File: src/rtl/bh1750_pkg.sv
// Shared definitions for the BH1750 lux display path.
// Contents:
//   state_t  - conversion FSM states.
//   RAW_W, DIVIDEND_W, BCD_DIGITS, BCD_W - datapath widths.
//   DIV_ITER, BCD_ITER - cycles spent in the divide and BCD phases.
package bh1750_pkg;

    typedef enum logic [2:0] {
        IDLE,
        SCALE,
        DIV,
        BCD,
        DONE
    } state_t;

    localparam int RAW_W      = 16;
    localparam int DIVIDEND_W = 19;
    localparam int BCD_DIGITS = 5;
    localparam int BCD_W      = 20;
    localparam int DIV_ITER   = 19;
    localparam int BCD_ITER   = 16;

endpackage

File: src/rtl/lux_bcd_conv_if.sv
// Bus between the BH1750 I2C controller, the lux/BCD converter and the LCD writer.
// Signals:
//   i_data      - raw 16-bit sensor count
//   i_tick_done - controller done level (about 1 s per measurement)
//   o_bcd       - five packed BCD digits, ten-thousands in [19:16]
//   o_digits    - significant digit count 1..5
//   o_valid     - one-cycle strobe when o_bcd/o_digits update
//   o_busy      - conversion in flight
// Modports: master = controller/consumer side, slave = converter.
interface lux_bcd_conv_if;
    import bh1750_pkg::*;

    logic [RAW_W-1:0] i_data;
    logic             i_tick_done;
    logic [BCD_W-1:0] o_bcd;
    logic [2:0]       o_digits;
    logic             o_valid;
    logic             o_busy;

    modport master (
        output i_data,
        output i_tick_done,
        input  o_bcd,
        input  o_digits,
        input  o_valid,
        input  o_busy
    );

    modport slave (
        input  i_data,
        input  i_tick_done,
        output o_bcd,
        output o_digits,
        output o_valid,
        output o_busy
    );

endinterface

File: src/rtl/bin2bcd_dd.sv
// Sequential 16-bit binary to 5-digit BCD converter (double dabble).
// Ports:
//   i_clk, i_rst - clock, synchronous active-high reset (control only)
//   i_start      - one-cycle pulse; i_bin is consumed on this cycle
//   i_bin        - binary value to convert
//   o_bcd        - packed BCD result, stable once o_done has pulsed
//   o_done       - one-cycle pulse the cycle after the last iteration
// The start cycle already performs the first add-3/shift step, so the whole
// conversion takes exactly BCD_ITER clock edges from the start pulse.
module bin2bcd_dd
    import bh1750_pkg::*;
(
    input  logic             i_clk,
    input  logic             i_rst,
    input  logic             i_start,
    input  logic [RAW_W-1:0] i_bin,
    output logic [BCD_W-1:0] o_bcd,
    output logic             o_done
);

    logic [BCD_W-1:0]       r_bcd;
    logic [RAW_W-1:0]       r_bin;
    logic [3:0]             r_cnt;
    logic                   r_busy;
    logic                   r_done;
    logic [BCD_W+RAW_W-1:0] step_start;
    logic [BCD_W+RAW_W-1:0] step_run;

    // One iteration: bump every nibble >= 5 by 3, then shift the whole
    // BCD:binary pair left by one.
    function automatic logic [BCD_W+RAW_W-1:0] dd_step(input logic [BCD_W-1:0] bcd,
                                                       input logic [RAW_W-1:0] bin);
        logic [BCD_W-1:0] adj;
        adj = bcd;
        for (int i = 0; i < BCD_DIGITS; i++) begin
            if (adj[4*i +: 4] >= 4'd5) begin
                adj[4*i +: 4] = adj[4*i +: 4] + 4'd3;
            end
        end
        return {adj, bin} << 1;
    endfunction

    assign step_start = dd_step({BCD_W{1'b0}}, i_bin);
    assign step_run   = dd_step(r_bcd, r_bin);

    always_ff @(posedge i_clk) begin
        if (i_rst) begin
            r_busy <= 1'b0;
            r_done <= 1'b0;
            r_cnt  <= 4'd0;
        end else begin
            r_done <= 1'b0;
            if (i_start) begin
                r_busy <= 1'b1;
                r_cnt  <= 4'(BCD_ITER - 1);
            end else if (r_busy) begin
                r_cnt <= r_cnt - 4'd1;
                if (r_cnt == 4'd1) begin
                    r_busy <= 1'b0;
                    r_done <= 1'b1;
                end
            end
        end
    end

    always_ff @(posedge i_clk) begin
        if (i_start) begin
            {r_bcd, r_bin} <= step_start;
        end else if (r_busy) begin
            {r_bcd, r_bin} <= step_run;
        end
    end

    assign o_bcd  = r_bcd;
    assign o_done = r_done;

endmodule

File: src/rtl/lux_bcd_conv.sv
// Raw BH1750 count -> lux -> packed BCD for the LCD1602 writer.
// Captures i_data on the rising edge of i_tick_done, computes
// floor(raw * P_MUL / P_DIV) with a shift-add scale and a restoring divider,
// then converts the quotient to BCD with bin2bcd_dd. Fixed latency: the
// result strobes 37 edges after the capture edge.
// Ports:
//   i_clk, i_rst - clock, synchronous active-high reset
//   bus (slave)  - i_data, i_tick_done in; o_bcd, o_digits, o_valid, o_busy out
// Parameters: P_MUL 1..7, P_DIV 1..7 with P_MUL <= P_DIV.
module lux_bcd_conv
    import bh1750_pkg::*;
#(
    parameter int P_MUL = 5,
    parameter int P_DIV = 6
) (
    input  logic           i_clk,
    input  logic           i_rst,
    lux_bcd_conv_if.slave  bus
);

    localparam logic [2:0] MUL3    = 3'(P_MUL);
    localparam logic [3:0] DIVISOR = 4'(P_DIV);

    state_t                r_state;
    state_t                state_d;
    logic                  r_prev;
    logic [4:0]            r_cnt;
    logic [RAW_W-1:0]      r_raw;
    logic [DIVIDEND_W-1:0] r_dvd;
    logic [3:0]            r_rem;
    logic [BCD_W-1:0]      r_bcd;
    logic [2:0]            r_digits;
    logic                  r_valid;
    logic                  start;
    logic                  cnt_zero;
    logic                  dd_start;
    logic                  dd_done;
    logic [BCD_W-1:0]      dd_bcd;
    logic [3:0]            rem_sh;
    logic                  q_bit;

    function automatic logic [DIVIDEND_W-1:0] scale_mul(input logic [RAW_W-1:0] raw);
        logic [DIVIDEND_W-1:0] base;
        logic [DIVIDEND_W-1:0] acc;
        base = DIVIDEND_W'(raw);
        acc  = '0;
        if (MUL3[0]) acc = acc + base;
        if (MUL3[1]) acc = acc + (base << 1);
        if (MUL3[2]) acc = acc + (base << 2);
        return acc;
    endfunction

    // Highest non-zero digit position wins; an all-zero value still shows one digit.
    function automatic logic [2:0] digit_count(input logic [BCD_W-1:0] bcd);
        logic [2:0] n;
        n = 3'd1;
        for (int i = 1; i < BCD_DIGITS; i++) begin
            if (bcd[4*i +: 4] != 4'd0) n = 3'(i + 1);
        end
        return n;
    endfunction

    assign start    = bus.i_tick_done & ~r_prev & (r_state == IDLE);
    assign cnt_zero = (r_cnt == 5'd0);
    assign dd_start = (r_state == BCD) && (r_cnt == 5'(BCD_ITER - 1));

    // Restoring step: the dividend MSB shifts into the remainder, and the
    // quotient bit shifts into the freed LSB of the dividend register, so
    // after DIV_ITER steps r_dvd holds the quotient.
    assign rem_sh = (r_rem << 1) | {3'b000, r_dvd[DIVIDEND_W-1]};
    assign q_bit  = (rem_sh >= DIVISOR);

    always_ff @(posedge i_clk) begin
        if (i_rst) r_state <= IDLE;
        else       r_state <= state_d;
    end

    always_comb begin
        state_d = r_state;
        case (r_state)
            IDLE:    if (start) state_d = SCALE;
            SCALE:   state_d = DIV;
            DIV:     if (cnt_zero) state_d = BCD;
            BCD:     if (cnt_zero) state_d = DONE;
            DONE:    state_d = IDLE;
            default: state_d = IDLE;
        endcase
    end

    always_ff @(posedge i_clk) begin
        if (i_rst) begin
            r_prev   <= 1'b0;
            r_cnt    <= 5'd0;
            r_bcd    <= '0;
            r_digits <= 3'd1;
            r_valid  <= 1'b0;
        end else begin
            r_prev  <= bus.i_tick_done;
            r_valid <= 1'b0;
            case (r_state)
                SCALE: r_cnt <= 5'(DIV_ITER - 1);
                DIV:   r_cnt <= cnt_zero ? 5'(BCD_ITER - 1) : r_cnt - 5'd1;
                BCD:   if (!cnt_zero) r_cnt <= r_cnt - 5'd1;
                DONE: begin
                    if (dd_done) begin
                        r_bcd    <= dd_bcd;
                        r_digits <= digit_count(dd_bcd);
                        r_valid  <= 1'b1;
                    end
                end
                default: ;
            endcase
        end
    end

    always_ff @(posedge i_clk) begin
        case (r_state)
            IDLE: if (start) r_raw <= bus.i_data;
            SCALE: begin
                r_dvd <= scale_mul(r_raw);
                r_rem <= 4'd0;
            end
            DIV: begin
                r_dvd <= {r_dvd[DIVIDEND_W-2:0], q_bit};
                r_rem <= q_bit ? rem_sh - DIVISOR : rem_sh;
            end
            default: ;
        endcase
    end

    bin2bcd_dd u_bin2bcd (
        .i_clk   (i_clk),
        .i_rst   (i_rst),
        .i_start (dd_start),
        .i_bin   (r_dvd[RAW_W-1:0]),
        .o_bcd   (dd_bcd),
        .o_done  (dd_done)
    );

    // Busy also covers the strobe cycle so it spans capture to next-accept.
    assign bus.o_busy   = (r_state != IDLE) | r_valid;
    assign bus.o_bcd    = r_bcd;
    assign bus.o_digits = r_digits;
    assign bus.o_valid  = r_valid;

endmodule

File: src/flat_wrapper.sv
// flat-port wrapper written by rule: the top's interface ports become plain ports
module lux_bcd_conv_flat import bh1750_pkg::*;
#(
    parameter int P_MUL = 5,
    parameter int P_DIV = 6
)
  (i_clk, i_rst, bus_i_data, bus_i_tick_done, bus_o_bcd, bus_o_digits, bus_o_valid, bus_o_busy);
  lux_bcd_conv_if bus_i ();
  input  logic i_clk;
  input  logic i_rst;
  input wire logic [$bits(bus_i.i_data)-1:0] bus_i_data;
  input wire logic [$bits(bus_i.i_tick_done)-1:0] bus_i_tick_done;
  output wire logic [$bits(bus_i.o_bcd)-1:0] bus_o_bcd;
  output wire logic [$bits(bus_i.o_digits)-1:0] bus_o_digits;
  output wire logic [$bits(bus_i.o_valid)-1:0] bus_o_valid;
  output wire logic [$bits(bus_i.o_busy)-1:0] bus_o_busy;
  assign bus_i.i_data = bus_i_data;
  assign bus_i.i_tick_done = bus_i_tick_done;
  assign bus_o_bcd = bus_i.o_bcd;
  assign bus_o_digits = bus_i.o_digits;
  assign bus_o_valid = bus_i.o_valid;
  assign bus_o_busy = bus_i.o_busy;
  lux_bcd_conv #(.P_MUL(P_MUL), .P_DIV(P_DIV)) u_core (.i_clk(i_clk), .i_rst(i_rst), .bus(bus_i));
endmodule
File: config.mk
export PLATFORM = sky130hd
export DESIGN_NAME = lux_bcd_conv_flat
export DESIGN_NICKNAME = d
export VERILOG_FILES = /design/src/rtl/bh1750_pkg.sv /design/src/rtl/lux_bcd_conv_if.sv /design/src/rtl/bin2bcd_dd.sv /design/src/rtl/lux_bcd_conv.sv /design/src/flat_wrapper.sv
export SDC_FILE = /design/constraint.sdc
export NUM_CORES = 1
export LEC_CHECK = 0
export ABC_AREA = 1
export BUFFER_PORTS_ARGS = -buffer_cell sky130_fd_sc_hd__buf_2
export CAP_MARGIN = 0
export CORE_MARGIN = 1.5
export CORE_UTILIZATION = 50
export DETAILED_ROUTE_END_ITERATION = 8
export PLACE_DENSITY = 0.71
export SYNTH_ARGS = -nofsm -noshare
export SYNTH_HDL_FRONTEND = slang
export SYNTH_SLANG_ARGS = --single-unit
export TNS_END_PERCENT = 30
File: constraint.sdc
create_clock -name i_clk -period 3.2 [get_ports i_clk]
set_clock_uncertainty 0.05 [all_clocks]
set_input_delay 0 -clock i_clk [delete_from_list [all_inputs] [get_ports i_clk]]
set_output_delay 0 -clock i_clk [all_outputs]
set_load 0.005 [all_outputs]
Word-level counts from Yosys, hierarchy flattened
Index checks and enable logic that the tools add are counted.

Register bits after elaboration: 112. Input port bits: 19. Output and inout port bits: 25. Word-level logic and storage cells: 95.

$add $sub $neg: 9. Magnitude comparators: 6. Eq/ne operators: 10. Multiplexer cells: 31. Bitwise operators: 7. Reduce and logical (&&, ||, !) cells: 17.

Operator list (number): $pmux W19 S2 (1); $mux W16 (2); $ge A4 B3 Y1 const B (6); $mux W4 (6); $mux W3 (7); $add A19 B18 Y19 (1); $mux W19 (1); $add A4 B2 Y4 const B (4); $reduce_bool A4 Y1 (4); $pmux W5 S3 (1); $pmux W3 S4 (1); $mux W5 (2); $mux W1 (7); $eq A3 B2 Y1 const B (2); $ne A2 B1 Y1 const B (3); $pmux W3 S2 (1); $reduce_and A2 Y1 (3); $reduce_bool A3 Y1 (2); $eq A5 B4 Y1 const B (1); $logic_not A5 Y1 (1); $sub A5 B1 Y5 const B (1); $eq A4 B1 Y1 const B (1); $mux W2 (2); $or A4 B1 Y4 (1); other kinds (15) (19).

Depth between registers and ports, before layout
Gate-level depths: netlist of run 1.

Depth after elaboration: 5. Depth in mapped cells: 11. Mapped depth without buffers: 11.

By module
From an unflattened synthesis of run 1, not the netlist that was laid out.

Cells, all modules: 726. Area total of the unflattened synthesis: 5716.7 um^2.

Modules (own cells, without submodules): lux_bcd_conv (times used 1, cells an instance 459, area each 3668.5 um^2, seq. area each 1801.7 um^2); bin2bcd_dd (times used 1, cells an instance 267, area each 2048.2 um^2, seq. area each 980.9 um^2).

Least setup slack after synthesis of run 1
No wires, ideal clock.

Kind: register to register. From: reg u_core.r_state[0]. To: reg u_core.r_raw[0], enable pin. Setup time: 430 ps. Data arrival time: 2108 ps. Data required time: 2720 ps. Slack: 612 ps. Cell stages (with the launch flop): 4. Buffers on the path: 0. Period minus slack after synthesis: 2588 ps. Cells stage by stage: dfxtp_1 -> nor2_2 -> inv_1 -> nor4_1.

Word-level cells in the longest chain between the ends: 3.

Ends and longest elaborated chain: start: declaration (RTL line lux_bcd_conv.sv:24) `state_t r_state;`; start signal: assignment (RTL line lux_bcd_conv.sv:75) `else r_state <= state_d;`; $logic_not A3 Y1 * (RTL line lux_bcd_conv.sv:63, lux_bcd_conv.sv:117); $and A1 B1 Y1 (RTL line lux_bcd_conv.sv:63) `assign start = bus.i_tick_done & ~r_prev & (r_state == IDLE);`; $reduce_and A2 Y1 (no line) *; end signal: assignment (RTL line lux_bcd_conv.sv:118) `IDLE: if (start) r_raw <= bus.i_data;`; end: declaration (RTL line lux_bcd_conv.sv:28) `logic [RAW_W-1:0] r_raw;`.

Every way passes the cells marked *; elsewhere a longest branch is shown, timed or not. A chain may end at the register's enable or synchronous reset.

Final worst setup path of run 1
From: reg u_core.r_raw[0]. To: reg u_core.r_dvd[8] (data pin).

Word-level cells in the longest chain between the ends: 3.

Ends and longest elaborated chain: $mux W19 (RTL line lux_bcd_conv.sv:117) `case (r_state)`; $add A19 B18 Y19 * (RTL line lux_bcd_conv.sv:49) `if (MUL3[2]) acc = acc + (base << 2);`; $pmux W19 S2 * (RTL line lux_bcd_conv.sv:117); end signal: assignment (RTL line lux_bcd_conv.sv:120) `r_dvd <= scale_mul(r_raw);`; end signal: assignment (RTL line lux_bcd_conv.sv:124) `r_dvd <= {r_dvd[DIVIDEND_W-2:0], q_bit};`; end: declaration (RTL line lux_bcd_conv.sv:29) `logic [DIVIDEND_W-1:0] r_dvd;`.

Every way passes the cells marked *; elsewhere a longest branch is shown, timed or not. The select of a mux whose other input is x is not followed.

==> results.md, run 1 <==
* DRT Pass-1 Iters at 5
* Max-cap viol count at 0
* Seq/Total Area, Yosys at 0.495
* H-tree depth reported by CTS at 3
* Register area at 2780 um^2
* Setup crit start: u_core.r_raw[0]
* Async SR Flop Fraction at 0
* PD cells at 675 nW/um^2
* Placed Instance Area at 5950 um^2
* Die ar. at 11,900 um^2
* Unique masters post-synth at 37
* Setup total negative slack at 0 ns
* Clock transition at path regs at 0.10 ns
* Final Max Slew Viols at 0
* Top-count cell post-synth: nand2_1
* Slowest-stage cell, CP: edfxtp_1
* Min-delay worst type: in2reg
* Worst slew margin at 0.560
* Fraction of layout cells with a size suffix above 1 at 0.119
* Startpoint types: register
* WP depth at 9
* Worst path cell trace: ha_1, fa_1, nand2_1, nand2_1, nand3_1, nand2_1, or2_2, nand3_1, o21ai_0
* Utilization after layout at 0.583
* Worst setup EP type: register
* #FFs+latches synth at 112
* Post-synth EDFFs at 54
* Critical Path End: u_core.r_dvd[8]
* Peak Freq at 475 MHz
* Hold path start: bus_i_data[4]
* Critical path arrival at 2.19 ns
* CP peak stage delay at 0.43 ns
* Post-CTS setup buffers at 0
* CTS tree: yes
* Cell count after synthesis at 683
* Port-buffer cells at 43
* Worst R2R End: u_core.r_dvd[8]
* Ratio of final minimum period to clock period at 0.658
* Commonest cells post-synth: 169 x nand2_1, 99 x inv_1, 58 x dfxtp_1
* Worst r2r src: u_core.r_raw[0]
* Leak pwr at 3.02 nW
* Max VDD drop at 0.405 mV
* I/O pin count at 44
* CP Class: reg2reg
* Fin area at 6350 um^2
* Setup violators final at 0
* Number of buffers created by CTS at 9
* GRT Total Usage at 0.204
* Top cell type's share of synthesized area at 0.289
* Synth area leaders: edfxtp_1 29%, dfxtp_1 21%, nand2_1 11%, inv_1 6.6%, ha_1 6.5%
* Mean post-synth cell area at 8.23 um^2
* Ys Warns at 0
* Overall power at 4.29 mW
* Final ANT Viol Nets at 0
* FILL cells at 963
* Crit-path max FO at 4
* Initial antenna violation count at 0
* Clk buf depth at 2
* Primary FF master, synth: dfxtp_1
* CTS sink cnt at 112
* Synthesized cell area at 5620 um^2
* Final GP Congestion at 0.830
* Final wirelength at 11.1 mm
* Root buf cell: clkbuf_8
* Final Critical Period at 2.11 ns
* Wire length per cell at 12.5 um
* Drc violations at 0
* Via count at 4,553
* Vias in the first global route at 4,504
* First-pass GRT wire length at 19.2 mm
* Final hold violation count at 0
* Syn_nets at 732
* Area Overhead vs Synth at 13.0%
* Average vias per placed instance at 5.13
* Unrepaired setup endpoints after global routing: no
* Layout net count at 791
* Largest net degree at the start of global routing at 45
* Starting Density at 0.516
* Core Rows at 38
* Buf/Inv on CP at 0
* Overflow after GRT at 0
* Multi-input logic area at 2360 um^2
* Die X at 109 um
* R2R setup slack at 1.10 ns
* Leading area contributor after synthesis: edfxtp_1
* Clk_lat worst skew at 0.38 ns
* Slew @ Worst Pin at 0.659 ns
* WP data required at 3.29 ns
* Die height at 109 um
* Hpwl dp at 7.83 mm
* Drt initial violations at 243
* Core area at 10,900 um^2
* Diodes inserted at 0
* Delay-heaviest family, CP: simple AND/OR/NAND/NOR gates
* Cell mode on critical path: nand2_1
* Status: finished clean
* Reg2Reg Depth at 9
## worst min-delay path by stage
stage | slack [ns] | to | cells after the start
2_1_floorplan | 0.05 | u_core.r_raw[0] | 0
3_5_place_dp | 0.13 | u_core.r_raw[3] | 1
6_report | 0.27 | u_core.r_raw[4] | 2
5_1_grt | 0.27 | u_core.r_raw[12] | 2
3_3_place_gp | 0.13 | u_core.r_raw[15] | 1
4_1_cts | 0.26 | u_core.r_raw[14] | 2
## area by class of cell
cell class	count	share of cell area
tap	140	0.0276
clock inverter	5	0.00670
clock buffer	11	0.0256
sequential	112	0.438
multi-input combinational	447	0.371
timing repair buffer	65	0.0674
inverter	107	0.0633
## through the flow
step	setup slack [ns]	cells	hold WS [ns]
2_1_floorplan	0.612	683	0.0489
3_3_place_gp	1.18	852	0.126
3_5_place_dp	1.09	852	0.128
4_1_cts	1.09	887	0.261
5_1_grt	0.929	887	0.267
6_report	1.10	887	0.275
## cell usage in the layout (no fill, tap or decap), types with 2 or more instances in the layout
master / instances
edfxtp_1: 54
o21ai_0: 52
nand2_4: 2
o22ai_1: 7
nand3b_1: 3
nand2_1: 169
dfxtp_1: 58
nand3_1: 36
a21oi_1: 49
nor3_1: 8
o21ai_1: 15
inv_1: 99
dlygate4sd3_1: 19
nand4_1: 4
inv_2: 7
inv_6: 2
o211ai_1: 4
o31ai_1: 2
ha_1: 29
buf_4: 3
or2_2: 8
nand2_2: 3
nor2_1: 33
a31oi_1: 6
clkbuf_8: 10
buf_2: 43
xor2_1: 7
## metal layers
metal	GRT usage	part of all wire
met1	0.227	0.44
met2	0.382	0.51
met3	0.0400	0.026
met4	0.0733	0.017
met5	0	0
## flip-flops by register name (all words and copies together) (netlist names), 3 cells and up
signal	flops
u_core.bus.o_digits	3
u_core.r_cnt	5
u_core.u_bin2bcd.r_cnt	4
u_core.r_dvd	19
u_core.u_bin2bcd.r_bin	15
u_core.r_raw	16
u_core.r_state	3
u_core.bus.o_bcd	20
u_core.r_rem	3
u_core.u_bin2bcd.o_bcd	20
## power breakdown
group          internal [mW]  switching (mW)
Clock                  0.364           0.498
Sequential              1.87           0.164
Combinational          0.477           0.908
Total                   2.71            1.57
## cells by family after synthesis
group | Yosys count | synth area share
buf+inv | 124 | 0.0862
compound gates | 138 | 0.132
fa+ha+maj | 30 | 0.0682
flops | 112 | 0.495
xor+xnor | 7 | 0.0109
simple gates | 272 | 0.208
## repair_timing
item / in CTS / in global routing
resized for setup: 0 / 0
hold buffers: 19 / 0
hold endpoints to repair: 31 / 0
Power figures use the tool's default switching activity.
==> run 2, diff against run 1 <==
ABC_AREA = 0   (was 1)
clock period = 2.1 ns   (was 3.2 ns; I/O delays follow)
==> results.md, run 2 <==
* Drc violations at 0
* Largest net degree at the start of global routing at 43
* Final ANT Viol Nets at 0
* Synth area leaders: edfxtp_1 29%, dfxtp_1 21%, ha_1 6.6%, a21oi_1 5.8%, nand2_1 5.8%
* Setup total negative slack at -1.11 ns
* Unique masters post-synth at 60
* Metal-1 WL at 5.30 mm
* Cell count after synthesis at 563
* Synthesized cell area at 5500 um^2
* Final hold violation count at 0
* Primary FF master, synth: dfxtp_1
* Slowest-stage cell, CP: edfxtp_1
* Drt initial violations at 285
* Overall power at 4.77 mW
* Most frequent cells in the layout: 85 x nand2_1, 62 x a21oi_1, 58 x dfxtp_1, 54 x edfxtp_1, 47 x nor2_1
* H-tree depth reported by CTS at 3
* DRT Pass-1 Iters at 6
* Buf/Inv on CP at 0
* Die ar. at 11,600 um^2
* Min-Delay Endpoint: u_core.r_cnt[2]
* Met2 wire len at 4.96 mm
* R2R setup slack at -0.27 ns
* Final GP Congestion at 0.882
* Via count at 4,226
* Setup crit start: u_core.r_raw[0]
* Ratio of final minimum period to clock period at 1.13
* WP data required at 2.20 ns
* Hpwl dp at 7.35 mm
* Clk_lat worst skew at 0.39 ns
* Core area at 10,800 um^2
* Final Max Slew Viols at 0
* Leading area contributor after synthesis: edfxtp_1
* Ys Warns at 0
* Worst r2r src: u_core.r_raw[0]
* Delay-heaviest family, CP: compound AO/OA/AOI/OAI gates
* #FFs+latches synth at 112
* Fin area at 6580 um^2
* Worst slew margin at 0.534
* Highest Signal Layer: met4
* Overflow after GRT at 0
* Hold depth at 2
* Unrepaired setup endpoints after global routing: yes
* Area Overhead vs Synth at 19.5%
* CP Class: reg2reg
* Max VDD drop at 0.478 mV
* Peak Freq at 422 MHz
* Async SR Flop Fraction at 0
* Placed Instance Area at 6170 um^2
* Crit-path max FO at 2
* Worst path cell trace: ha_2, fa_2, a21o_1, a221oi_4, o21ai_2, or3_1, a32o_1
* Hold path start: i_rst
* Core Rows at 38
* FILL cells at 881
* Fraction of layout cells with a size suffix above 1 at 0.184
* Setup ws final at -0.267 ns
* Reg2Reg Depth at 7
* Worst setup EP type: register
* Syn_nets at 612
* Initial antenna violation count at 0
* Commonest non-fill, non-tap cell in the layout: nand2_1
* Commonest cells post-synth: 85 x nand2_1, 64 x a21oi_1, 58 x dfxtp_1
* Slew @ Worst Pin at 0.700 ns
* Critical path arrival at 2.47 ns
* Clk buf depth at 2
* Number of buffers created by CTS at 9
* Worst R2R End: u_core.r_dvd[14]
* Top cell type's share of synthesized area at 0.295
* Port-buffer cells at 43
* Diodes inserted at 0
* Setup violators final at 10
* Vias in the first global route at 3,763
* Layout net count at 702
* Wire length per cell at 13.5 um
* Starting Density at 0.510
* Final wirelength at 10.8 mm
* Die height at 108 um
* CTS tree: yes
* Average vias per placed instance at 5.30
* Post-synth EDFFs at 54
* I/O pin count at 44
* Post-Place Setup Slack at -0.288 ns
* Seq/Total Area, Yosys at 0.506
* Status: finished with violations
* Root buf cell: clkbuf_8
* Clock transition at path regs at 0.10 ns
* Final Critical Period at 2.37 ns
* First-pass GRT wire length at 17.7 mm
* PD cells at 726 nW/um^2
* Top-count cell post-synth: nand2_1
* CTS sink cnt at 112
* Min-delay worst type: in2reg
* GRT Total Usage at 0.196
* Max-cap viol count at 0
* Mean post-synth cell area at 9.78 um^2
* Leak pwr at 2.60 nW
* Die X at 108 um
* Failing checks: negative setup slack
* Placed insts at 763
* Met3 WL post-DR at 361 um
* Startpoint types: register
* CP peak stage delay at 0.40 ns
* Non-Filler Instances at 798
==> run 2: cell types whose count changed after synthesis, moves of 13 or more <==
cell | before | now
inv_1 | 99 | 19
mux2_1 | 0 | 13
o21ai_1 | 15 | 2
nand3_1 | 36 | 14
nand2_1 | 169 | 85
o21ai_0 | 52 | 22
xnor2_1 | 0 | 15
nor2_1 | 33 | 47
a21oi_1 | 49 | 64
==> run 2: worst register-to-register path: cells and delay by family, from the launching register on <==
family                     cells  cell delay (ns)
DFF                            1             0.40
and+or+nand+nor                1             0.35
AOI/OAI and AO/OA              4             0.78
adders and majority gates      2             0.55
==> run 2: where the power goes <==
part / switching, mW / internal [mW]
sequential: 0.107 / 2.48
clock: 0.752 / 0.470
combinational: 0.514 / 0.449
==> run 2: area by class of cell <==
class                   count  area [um^2]  share of cell area
flip-flops and latches    112         2780               0.423
inverters                  20         75.1              0.0114
clock buffers              10          138              0.0209
repair buffers            103          733               0.111
well taps                 140          175              0.0266
multi-input cells         407         2630               0.400
clock inverters             6         42.5             0.00647
==> run 2: metrics by stage <==
stage	hold WS [ns]	util
detailed placement	0.128	0.572
global route	0.0842	0.609
floorplan	0.0489	-
CTS	0.0630	0.608
finish	0.0790	0.609
global placement	0.127	0.572
==> run 2: kinds of logic (layout without fill, tap and decap cells) <==
logic type	after synthesis	after routing	share of synthesized area
AND/OR/NAND/NOR	199	199	0.168
AO/OA/AOI/OAI	130	130	0.140
flip-flops	112	112	0.506
buffers and inverters	44	139	0.0314
adder cells (fa/ha/maj)	30	30	0.0696
multiplexers	26	26	0.0507
XOR/XNOR	22	22	0.0350
==> run 2: per-layer routing <==
metal | track usage | vias up
li1 | - | 2176
met1 | 0.265 | 1964
met2 | 0.307 | 75
met3 | 0.0581 | 11
met4 | 0.0573 | 0
met5 | 0 | -
==> run 2: worst max path at each step <==
stage	endpoint	cells past startpoint	slack (ns)
final	u_core.r_dvd[14]	7	-0.27
after global routing	u_core.r_dvd[14]	7	-0.36
after CTS	u_core.r_dvd[14]	7	-0.27
after detailed placement	u_core.r_dvd[14]	7	-0.29
after global placement	u_core.r_dvd[14]	7	-0.25
after floorplan	u_core.r_dvd[14]	7	-0.28
==> run 2: what timing repair did <==
action,4_1_cts,5_1_grt
pin swaps,13,9
setup endpoints to repair,11,23
hold endpoints to repair,17,0
gates resized for setup,6,5
hold buffers,17,0
setup buffers,3,0
==> run 3, diff against run 2 <==
SETUP_SLACK_MARGIN = 0.02   (was not set)
==> results.md, run 3 (synthesis gave the netlist of run 2 again) <==
* Overflow after GRT at 0
* GR Util met2 at 0.316
* Peak Freq at 424 MHz
* Min-delay worst type: in2reg
* Placed Instance Area at 6180 um^2
* Ratio of final minimum period to clock period at 1.12
* Delay-heaviest family, CP: compound AO/OA/AOI/OAI gates
* Utilization after layout at 0.611
* Layout net count at 703
* Clk buf depth at 2
* Worst slew margin at 0.517
* Startpoint types: register
* Initial antenna violation count at 0
* Drt initial violations at 324
* Diodes inserted at 0
* WP data required at 2.19 ns
* Final hold violation count at 0
* Crit-path max FO at 2
* Overall power at 4.82 mW
* Post-Place Setup Slack at -0.273 ns
* Slew @ Worst Pin at 0.724 ns
* Vias in the first global route at 4,006
* PD cells at 731 nW/um^2
* CP peak stage delay at 0.41 ns
* Slowest-stage cell, CP: edfxtp_1
* GR met3 Demand/Resource at 0.0466
* Most frequent cells in the layout: 85 x nand2_1, 62 x a21oi_1, 58 x dfxtp_1, 54 x edfxtp_1, 47 x nor2_1
* Number of buffers created by CTS at 9
* Setup ws final at -0.260 ns
* Final GP Congestion at 0.897
* Die height at 108 um
* Die X at 108 um
* Final wirelength at 10.8 mm
* Port-buffer cells at 43
* H-tree depth reported by CTS at 3
* Fin area at 6600 um^2
* Commonest non-fill, non-tap cell in the layout: nand2_1
* Hpwl dp at 7.57 mm
* Max-cap viol count at 0
* DRT Pass-1 Iters at 4
* Clock transition at path regs at 0.11 ns
* Buf/Inv on CP at 0
* I/O pin count at 44
* Status: finished with violations
* CTS sink cnt at 112
* Gr busiest metal: met2
* Core Rows at 38
* Fraction of layout cells with a size suffix above 1 at 0.185
* Starting Density at 0.510
* CTS tree: yes
* Via count at 4,319
* Unrepaired setup endpoints after global routing: yes
* GRT Total Usage at 0.196
* Average vias per placed instance at 5.41
* Final Critical Period at 2.36 ns
* Worst path cell trace: ha_2, fa_2, a21o_1, a221oi_4, o21ai_2, or3_1, a32o_1
* Worst setup EP type: register
* Hold_ws at 0.0979 ns
* Setup violators final at 9
* Final ANT Viol Nets at 0
* Largest net degree at the start of global routing at 43
* Leak pwr at 2.61 nW
* First-pass GRT wire length at 18.0 mm
* Failing checks: negative setup slack
* Critical path arrival at 2.45 ns
* Root buf cell: clkbuf_8
* Clk_lat worst skew at 0.38 ns
* Met1 Usage GRT at 0.259
* Wire length per cell at 13.5 um
* Drc violations at 0
* Area Overhead vs Synth at 19.8%
* Core area at 10,800 um^2
* Die ar. at 11,600 um^2
* Max VDD drop at 0.537 mV
* Final Max Slew Viols at 0
* CP Class: reg2reg
==> run 3: changes by cell type in the layout (fill, tap and decap cells not counted), sizes merged <==
cell and delta:
clkinv -3, buf +1, clkbuf +3
==> run 3: final timing paths <==
check | depth (start not counted) | slack, ns | to | start
max | 7 | -0.26 | u_core.r_dvd[14] | u_core.r_raw[2]
min | 2 | 0.1 | u_core.u_bin2bcd.r_busy | i_rst
max reg2reg | 7 | -0.26 | u_core.r_dvd[14] | u_core.r_raw[2]
min reg2reg | 2 | 0.41 | u_core.bus.o_bcd[12] | u_core.bus.o_bcd[12]
==> run 3: repair_timing <==
| item | 4_1_cts | 5_1_grt |
|---|---|---|
| resized for setup | 8 | 2 |
| hold endpoints to repair | 17 | 0 |
| setup buffers | 2 | 0 |
| hold buffers | 17 | 0 |
| pin swaps | 12 | 3 |
| endpoints found under the setup margin | 12 | 11 |
==> run 3: through the flow <==
step,TNS (ns),std cells
final,-0.943,799
after floorplan,-2.08,563
after global routing,-1.88,799
after detailed placement,-1.46,764
after CTS,-0.937,799
after global placement,-1.11,764
==> run 3: worst register-to-register path: stages, from the launching register on <==
cell and delay [ns]:
edfxtp_1 0.41, ha_2 0.20, fa_2 0.34, a21o_1 0.22, a221oi_4 0.26, o21ai_2 0.08, or3_1 0.35, a32o_1 0.22
==> run 3: area by class of cell <==
type | instances | area, um^2
clock buffers | 13 | 170
clock inverters | 3 | 21.3
fillers | 899 | 4200
inverters | 20 | 75.1
multi-input cells | 407 | 2630
flip-flops and latches | 112 | 2780
well taps | 140 | 175
repair buffers | 104 | 741
==> run 3: where the power goes <==
part / switching (mW) / internal, mW / leakage [nW] / total, mW
Sequential: 0.107 / 2.48 / 0.972 / 2.59
Combinational: 0.506 / 0.451 / 1.54 / 0.957
Clock: 0.733 / 0.543 / 0.0996 / 1.28
==> run 3: per-layer routing <==
metal | part of all wire | up-vias | wire [um]
met5 | 0 | - | 0
met4 | 0.012 | 0 | 128
met3 | 0.037 | 13 | 404
met2 | 0.47 | 84 | 5100
met1 | 0.48 | 2037 | 5160
li1 | - | 2185 | -
